File: src/rtl/shift_mult_ctrl_pkg.sv
// Shared types and constants for the shift/normalise/shift-add multiplier controller.
package shift_mult_ctrl_pkg;

   typedef enum logic [2:0] {
      IDLE  = 3'd0,
      LOAD1 = 3'd1,
      NORM1 = 3'd2,
      LOAD2 = 3'd3,
      NORM2 = 3'd4,
      MUL   = 3'd5,
      DONE  = 3'd6,
      DRAIN = 3'd7
   } state_e;

   localparam int ITER_COUNT         = 16;
   localparam int NORM_LIMIT_DEFAULT = 8;

endpackage

File: src/rtl/norm_step_counter.sv
// Normalisation step counter: synchronous clear, increment, and limit compare.
module norm_step_counter #(
   parameter int LIMIT = 8,
   parameter int W     = 4
) (
   input  logic clk,
   input  logic rst,
   input  logic clr_i,
   input  logic inc_i,
   output logic at_limit_o
);

   logic [W-1:0] count_q, count_d;

   always_comb begin
      count_d = count_q;
      if (clr_i) begin
         count_d = '0;
      end else if (inc_i) begin
         count_d = count_q + 1'b1;
      end
   end

   // NOTE: state registers use non-blocking assignments so every flop samples pre-edge values.
   always_ff @(posedge clk or posedge rst) begin
      if (rst) begin
         count_q <= '0;
      end else begin
         count_q <= count_d;
      end
   end

   assign at_limit_o = (count_q == W'(LIMIT));

endmodule

File: src/rtl/shift_mult_ctrl.sv
// Sequencer for the shift/normalise/shift-add multiplier datapath.
// Define SHIFT_MULT_CTRL_ABORT_EN to add the abort input and the DRAIN state.
module shift_mult_ctrl
   import shift_mult_ctrl_pkg::*;
#(
   parameter int N_EFFECTIVE = 8,
   parameter int NORM_LIMIT  = NORM_LIMIT_DEFAULT,
   parameter int LIM_W       = $clog2(NORM_LIMIT + 1)
) (
   input  logic clk,
   input  logic rst,
`ifdef SHIFT_MULT_CTRL_ABORT_EN
   input  logic abort,
`endif
   input  logic start,
   input  logic half1,
   input  logic half2,
   input  logic co2,
   input  logic co1,
   input  logic lsb2,
   output logic ld1,
   output logic ld2,
   output logic shr1,
   output logic shr2,
   output logic cnt1,
   output logic cnt2,
   output logic busy,
   output logic done,
   output logic zero
);

   if (2 * N_EFFECTIVE != ITER_COUNT) begin : g_width_check
      $error("shift_mult_ctrl: 2*N_EFFECTIVE must equal ITER_COUNT");
   end

   state_e state_q, state_d;
   logic   zero_q, zero_d;
   logic   step_clr, step_inc, step_at_limit;
   logic   abort_req;

`ifdef SHIFT_MULT_CTRL_ABORT_EN
   assign abort_req = abort;
`else
   assign abort_req = 1'b0;
`endif

   norm_step_counter #(
      .LIMIT (NORM_LIMIT),
      .W     (LIM_W)
   ) u_step (
      .clk        (clk),
      .rst        (rst),
      .clr_i      (step_clr),
      .inc_i      (step_inc),
      .at_limit_o (step_at_limit)
   );

   // NOTE: every output of this block gets a default first, so no path can infer a latch.
   always_comb begin
      state_d  = state_q;
      zero_d   = zero_q;
      step_clr = 1'b0;
      step_inc = 1'b0;
      ld1      = 1'b0;
      ld2      = 1'b0;
      shr1     = 1'b0;
      shr2     = 1'b0;
      cnt1     = 1'b0;
      cnt2     = 1'b0;

      unique case (state_q)
         IDLE: begin
            if (start) begin
               state_d = LOAD1;
               zero_d  = 1'b0;
            end
         end
         LOAD1: begin
            ld1      = 1'b1;
            step_clr = 1'b1;
            state_d  = abort_req ? IDLE : NORM1;
         end
         NORM1: begin
            if (abort_req) begin
               state_d = IDLE;
            end else if (half1) begin
               state_d = LOAD2;
            end else if (co2 || step_at_limit) begin
               zero_d  = 1'b1;
               state_d = DONE;
            end else begin
               shr1     = 1'b1;
               step_inc = 1'b1;
            end
         end
         LOAD2: begin
            ld2      = 1'b1;
            step_clr = 1'b1;
            state_d  = abort_req ? IDLE : NORM2;
         end
         NORM2: begin
            if (abort_req) begin
               state_d = IDLE;
            end else if (half2) begin
               state_d = MUL;
            end else if (step_at_limit) begin
               zero_d  = 1'b1;
               state_d = DONE;
            end else begin
               shr2     = 1'b1;
               step_inc = 1'b1;
            end
         end
         MUL: begin
            // The iteration in progress always completes, even when aborting.
            cnt1 = 1'b1;
            shr2 = 1'b1;
            cnt2 = lsb2;
            if (co1) begin
               state_d = abort_req ? IDLE : DONE;
            end
`ifdef SHIFT_MULT_CTRL_ABORT_EN
            else if (abort_req) begin
               state_d = DRAIN;
            end
`endif
         end
         DONE: begin
            state_d = IDLE;
         end
`ifdef SHIFT_MULT_CTRL_ABORT_EN
         DRAIN: begin
            cnt1 = 1'b1;
            if (co1) begin
               state_d = IDLE;
            end
         end
`endif
         default: begin
            state_d = IDLE;
         end
      endcase
   end

   always_ff @(posedge clk or posedge rst) begin
      if (rst) begin
         state_q <= IDLE;
         zero_q  <= 1'b0;
      end else begin
         state_q <= state_d;
         zero_q  <= zero_d;
      end
   end

   assign busy = (state_q != IDLE);
   assign done = (state_q == DONE);
   assign zero = zero_q;

endmodule

File: config.mk
export PLATFORM = sky130hd
export DESIGN_NAME = shift_mult_ctrl
export DESIGN_NICKNAME = d
export VERILOG_FILES = /design/src/rtl/shift_mult_ctrl_pkg.sv /design/src/rtl/norm_step_counter.sv /design/src/rtl/shift_mult_ctrl.sv
export SDC_FILE = /design/constraint.sdc
export NUM_CORES = 1
export LEC_CHECK = 0
export BUFFER_PORTS_ARGS = -buffer_cell sky130_fd_sc_hd__buf_4
export CORE_MARGIN = 4
export CORE_UTILIZATION = 40
export CTS_CLUSTER_SIZE = 8
export DETAILED_ROUTE_END_ITERATION = 10
export GPL_ROUTABILITY_DRIVEN = 0
export GPL_TIMING_DRIVEN = 0
export PLACE_DENSITY = 0.6
export SYNTH_ARGS = -nofsm -noshare
export SYNTH_HDL_FRONTEND = slang
export SYNTH_SLANG_ARGS = --single-unit
File: constraint.sdc
create_clock -name clk -period 3.55 [get_ports clk]
set_input_delay 0.71 -clock clk [delete_from_list [all_inputs] [get_ports clk]]
set_output_delay 0.71 -clock clk [all_outputs]
set_load 0.1 [all_outputs]
# After elaboration in Yosys (flattened, before gate mapping)

Cells that the tools add are included.

$add $sub $neg: 1
Order comparisons: 0
Reductions and logical operators: 8
Bitwise gates (word level): 0
Equality and inequality tests: 15
Multiply operators: 0
Divide/modulo/power cells: 0
Shifts and indexed selects: 0
Mux-type cells: 27

Operators with widths:

| cell                  | count |
|---|---|
| $mux W3               | 6 |
| $pmux W3 S6           | 1 |
| $mux W1               | 15 |
| $ne A2 B2 Y1 const B  | 6 |
| $eq A3 B3 Y1 const B  | 3 |
| $mux W4               | 2 |
| $eq A3 B2 Y1 const B  | 2 |
| $ne A3 B3 Y1 const B  | 2 |
| $reduce_and A6 Y1     | 1 |
| $reduce_bool A3 Y1    | 2 |
| $add A4 B1 Y4 const B | 1 |
| $eq A4 B4 Y1 const B  | 1 |
| $pmux W1 S2           | 2 |
| $reduce_and A4 Y1     | 1 |
| $eq A3 B1 Y1 const B  | 1 |
| $logic_not A3 Y1      | 1 |
| $pmux W1 S3           | 1 |
| $reduce_bool A2 Y1    | 1 |
| $reduce_or A2 Y1      | 1 |
| $logic_or A1 B1 Y1    | 1 |

Logic and storage cells: 54
Output and inout bits: 9
Memories: 0
Memory bits (read-only): 0
Bits in writable memories: 0
Register bits after elaboration: 8
Latch bits: 0
Input bits: 8

# Longest topological paths before layout

Depth after elaboration: 7
Gate-level depth with buffers: 7
Mapped depth without buffers: 6

# By module

A second synthesis with hierarchy kept.

Cell total of the unflattened synthesis: 63
Area total of the unflattened synthesis: 571.8 µm²

By module, submodules not included:

| module            | times used | cells an instance | sequential area each (µm²) | area an instance (µm²) |
|---|---|---|---|---|
| shift_mult_ctrl   | 1          | 42                | 100.1                      | 346.6 |
| norm_step_counter | 1          | 21                | 100.1                      | 225.2 |

# Worst setup path before layout

OpenSTA, ideal clock, no wires.

Path type: register to output
From: register state_q[0]
To: output port done
Setup slack: -0.103 ns
Required time: 2.840 ns
Stages on the path, launching flop included: 4
Data arrival time: 2.943 ns
Path buffers: 2
Cell sequence: dfrtp_1 -> buf_2 -> buf_1 -> nor3b_1

Word-level cells in the longest chain between the ends: 1

Ends and longest elaborated chain:

| what                   | RTL line               | text |
|---|---|---|
| start, declared        | shift_mult_ctrl.sv:36  | `state_e state_q, state_d;` |
| start signal, assigned | shift_mult_ctrl.sv:150 | `state_q <= state_d;` |
| $eq A3 B3 Y1           | shift_mult_ctrl.sv:156 | `assign done = (state_q == DONE);` |
| end, declared          | shift_mult_ctrl.sv:28  | `output logic done,` |

Every way passes these cells.

# Worst setup path in the final report

From: register u_step.count_q[0]
To: output port shr2

Word-level cells in the longest chain between the ends: 4

Ends and longest elaborated chain:

| what                   | RTL line                | text |
|---|---|---|
| start, declared        | norm_step_counter.sv:13 | `logic [W-1:0] count_q, count_d;` |
| start signal, assigned | norm_step_counter.sv:29 | `count_q <= count_d;` |
| $eq A4 B4 Y1           | norm_step_counter.sv:33 | `assign at_limit_o = (count_q == W'(LIMIT));` |
| $mux W1                | shift_mult_ctrl.sv:106  | `end else if (step_at_limit) begin` |
| $mux W1                | shift_mult_ctrl.sv:104  | `end else if (half2) begin` |
| $pmux W1 S2            | shift_mult_ctrl.sv:71   | `unique case (state_q)` |
| end, declared          | shift_mult_ctrl.sv:24   | `output logic shr2,` |

Every way passes these cells.

==> flow_metrics.tcl <==
set metrics [dict create \
    r2r_start "u_step.count_q[0]" \
    maxSlewHeadroom 0.694 \
    initial_utilization 0.443 \
    slew_viol_final 0 \
    via_per_inst 5.19 \
    wl_um 1360 \
    cts_root_buffer "clkbuf_4" \
    setup_tns_ns 0 \
    vias 550 \
    skew_ns 0.000553 \
    drt_iter0_drc 15 \
    overflow 0 \
    port_buffers 16 \
    pre_cts_slack_ns 1.20 \
    syn_inst 72 \
    drv_cap 0 \
    clk_transition_reported_paths_ns 0.05 \
    synth_edf_count 0 \
    post_cts_buffers 0 \
    grt_antenna_before_repair 0 \
    cts_tree "done" \
    syn-num-nets 82 \
    grt_pass1_wl_um 2160 \
    clock_sinks 8 \
    final_common_cell "buf_4" \
    register_area_um2 200 \
    fmax_mhz 387 \
    power_density_mw_per_mm2 996 \
    ys_types 35 \
    core_area_mm2 0.00135 \
    syn_area_um2 598 \
    wire_per_inst_um 12.8 \
    async_flop_share 1.00 \
    clock_latency_ns 0.25 \
    clk_path_buf_depth 2 \
    cts_buffers 3 \
    critical_path.startpoint "u_step.count_q[0]" \
    area_delta_synth_final_pct 27.8 \
    dieArea_mm2 0.00218 \
    outcome "complete, no violations" \
    dp.cells 103 \
    r2r_setup_slack_ns 1.80 \
    setup_violations 0 \
    grt_usage 0.142 \
    avgSynthCellArea_um2 8.31 \
    critical_path_arrival_ns 1.87 \
    first_global_vias 482 \
    synthTopCellsByArea "dfrtp_1, nor2_1, mux2i_1" \
    nNetsFinal 103 \
    rsz0062_at_grt "false" \
    htreeDepth 1 \
    start_kind "flop" \
    end_kind "output pin" \
    drc_errors 0 \
    yosysSeqAreaShare 0.335 \
    die_w_um 46.7 \
    fill_cells 138 \
    die_h_um 46.7 \
    diodes 0 \
    grt_max_degree 11 \
    ctsResizeCount 0 \
    vdd_ir_drop_max_mv 0.396 \
    multi_input_area_um2 353 \
    ys.flop_type "dfrtp_1" \
    ys_seq_elements 8 \
    rows 13 \
    regToRegEndpoint "state_q[1]" \
    final.setup.worst_slack_ns 0.967 \
    first_pass_iters 4 \
    r2r_cells 7 \
    finalCriticalPeriod_ns 2.58 \
    worst_pin_slew_ns 0.459 \
    path_class "reg2out" \
    p_leak_uw 0.000379 \
    yosys_warnings 0 \
    final_antenna_net_count 0 \
    place_area_um2 742 \
    fin_area_um2 764 \
    finalCritPeriodShare 0.728 \
    layout-drive-gt1-share 0.308 \
    dp_hpwl_um 1090 \
    hold_path_class "in2async" \
    yosysTopAreaCell "dfrtp_1" \
    critical_path.max_fanout 7 \
    final_cell_mix "buf_4, nor2_1, nand2_1, dfrtp_1, inv_1" \
    holdBufCountCts 0 \
    final_cells 106 \
    cp.required_ns 2.84 \
    finalHoldViolations 0 \
    boundaryPins 17 \
    yosysTopAreaCellShare 0.335 \
]
[worst max-delay path by stage]
stage          slack (ns)    to  cells past startpoint
6_report             0.97  shr2                      8
5_1_grt              0.84  shr2                      8
4_1_cts              0.93  shr2                      8
3_5_place_dp         1.20  shr2                      8
3_3_place_gp         1.24  shr2                      8
2_1_floorplan        0.49  shr2                      7
[routing by layer]
layer  vias up  part of all wire  track usage  wire length [um]
met5         -                 0            0                 0
met4         0                 0       0.0331                 0
met3         0             0.062       0.0625                84
met2        13              0.44        0.190               598
met1       252              0.50        0.207               674
li1        285                 -            -                 -
[layout make-up]
cell class                      instances  area share
Inverter                                6      0.0295
Multi-Input combinational cell         53       0.462
Timing Repair Buffer                   16       0.157
Clock buffer                            3      0.0295
Sequential cell                         8       0.262
Tap cell                               15      0.0245
Buffer                                  5      0.0360
[worst max-delay path, cell delays in order (launching register included)]
cell and delay (ns):
dfrtp_1 0.45, inv_1 0.07, ha_1 0.20, and3b_1 0.17
clkbuf_1 0.18, nor2_1 0.12, nor2_1 0.05, nor2_1 0.10
buf_4 0.29
[cells in the mapped netlist, drive strengths merged (2+ instances only)]
master  number
a21oi        2
inv          6
o21ai        4
nor2        10
dfrtp        8
clkbuf       2
buf          3
and3         2
mux2i        3
nand2        9
ha           2
[kinds of logic after synthesis]
logic type,count (synthesis),synth area share
AO/OA/AOI/OAI,15,0.188
XOR/XNOR,1,0.0146
adder cells (fa/ha/maj),2,0.0418
buffers and inverters,11,0.0837
flip-flops,8,0.335
multiplexers,3,0.0502
AND/OR/NAND/NOR,32,0.287
[flip-flops by register name, indices dropped and copies added, names as in the netlist]
register	count
state_q	3
u_step.count_q	4
zero	1
[metrics by stage]
step	utilization	total power (uW)	hold WS [ns]
final	0.566	762	0.420
after global placement	0.550	695	0.467
after floorplan	-	590	0.437
after CTS	0.566	769	0.414
after detailed placement	0.550	699	0.473
after global routing	0.566	811	0.422
[where the power goes]
group	internal (uW)	switching (uW)	leakage, uW
clock network	38.5	28.4	0.0000138
registers	123	25.5	0.000105
logic	152	394	0.000260
Power figures use the tool's default switching activity.
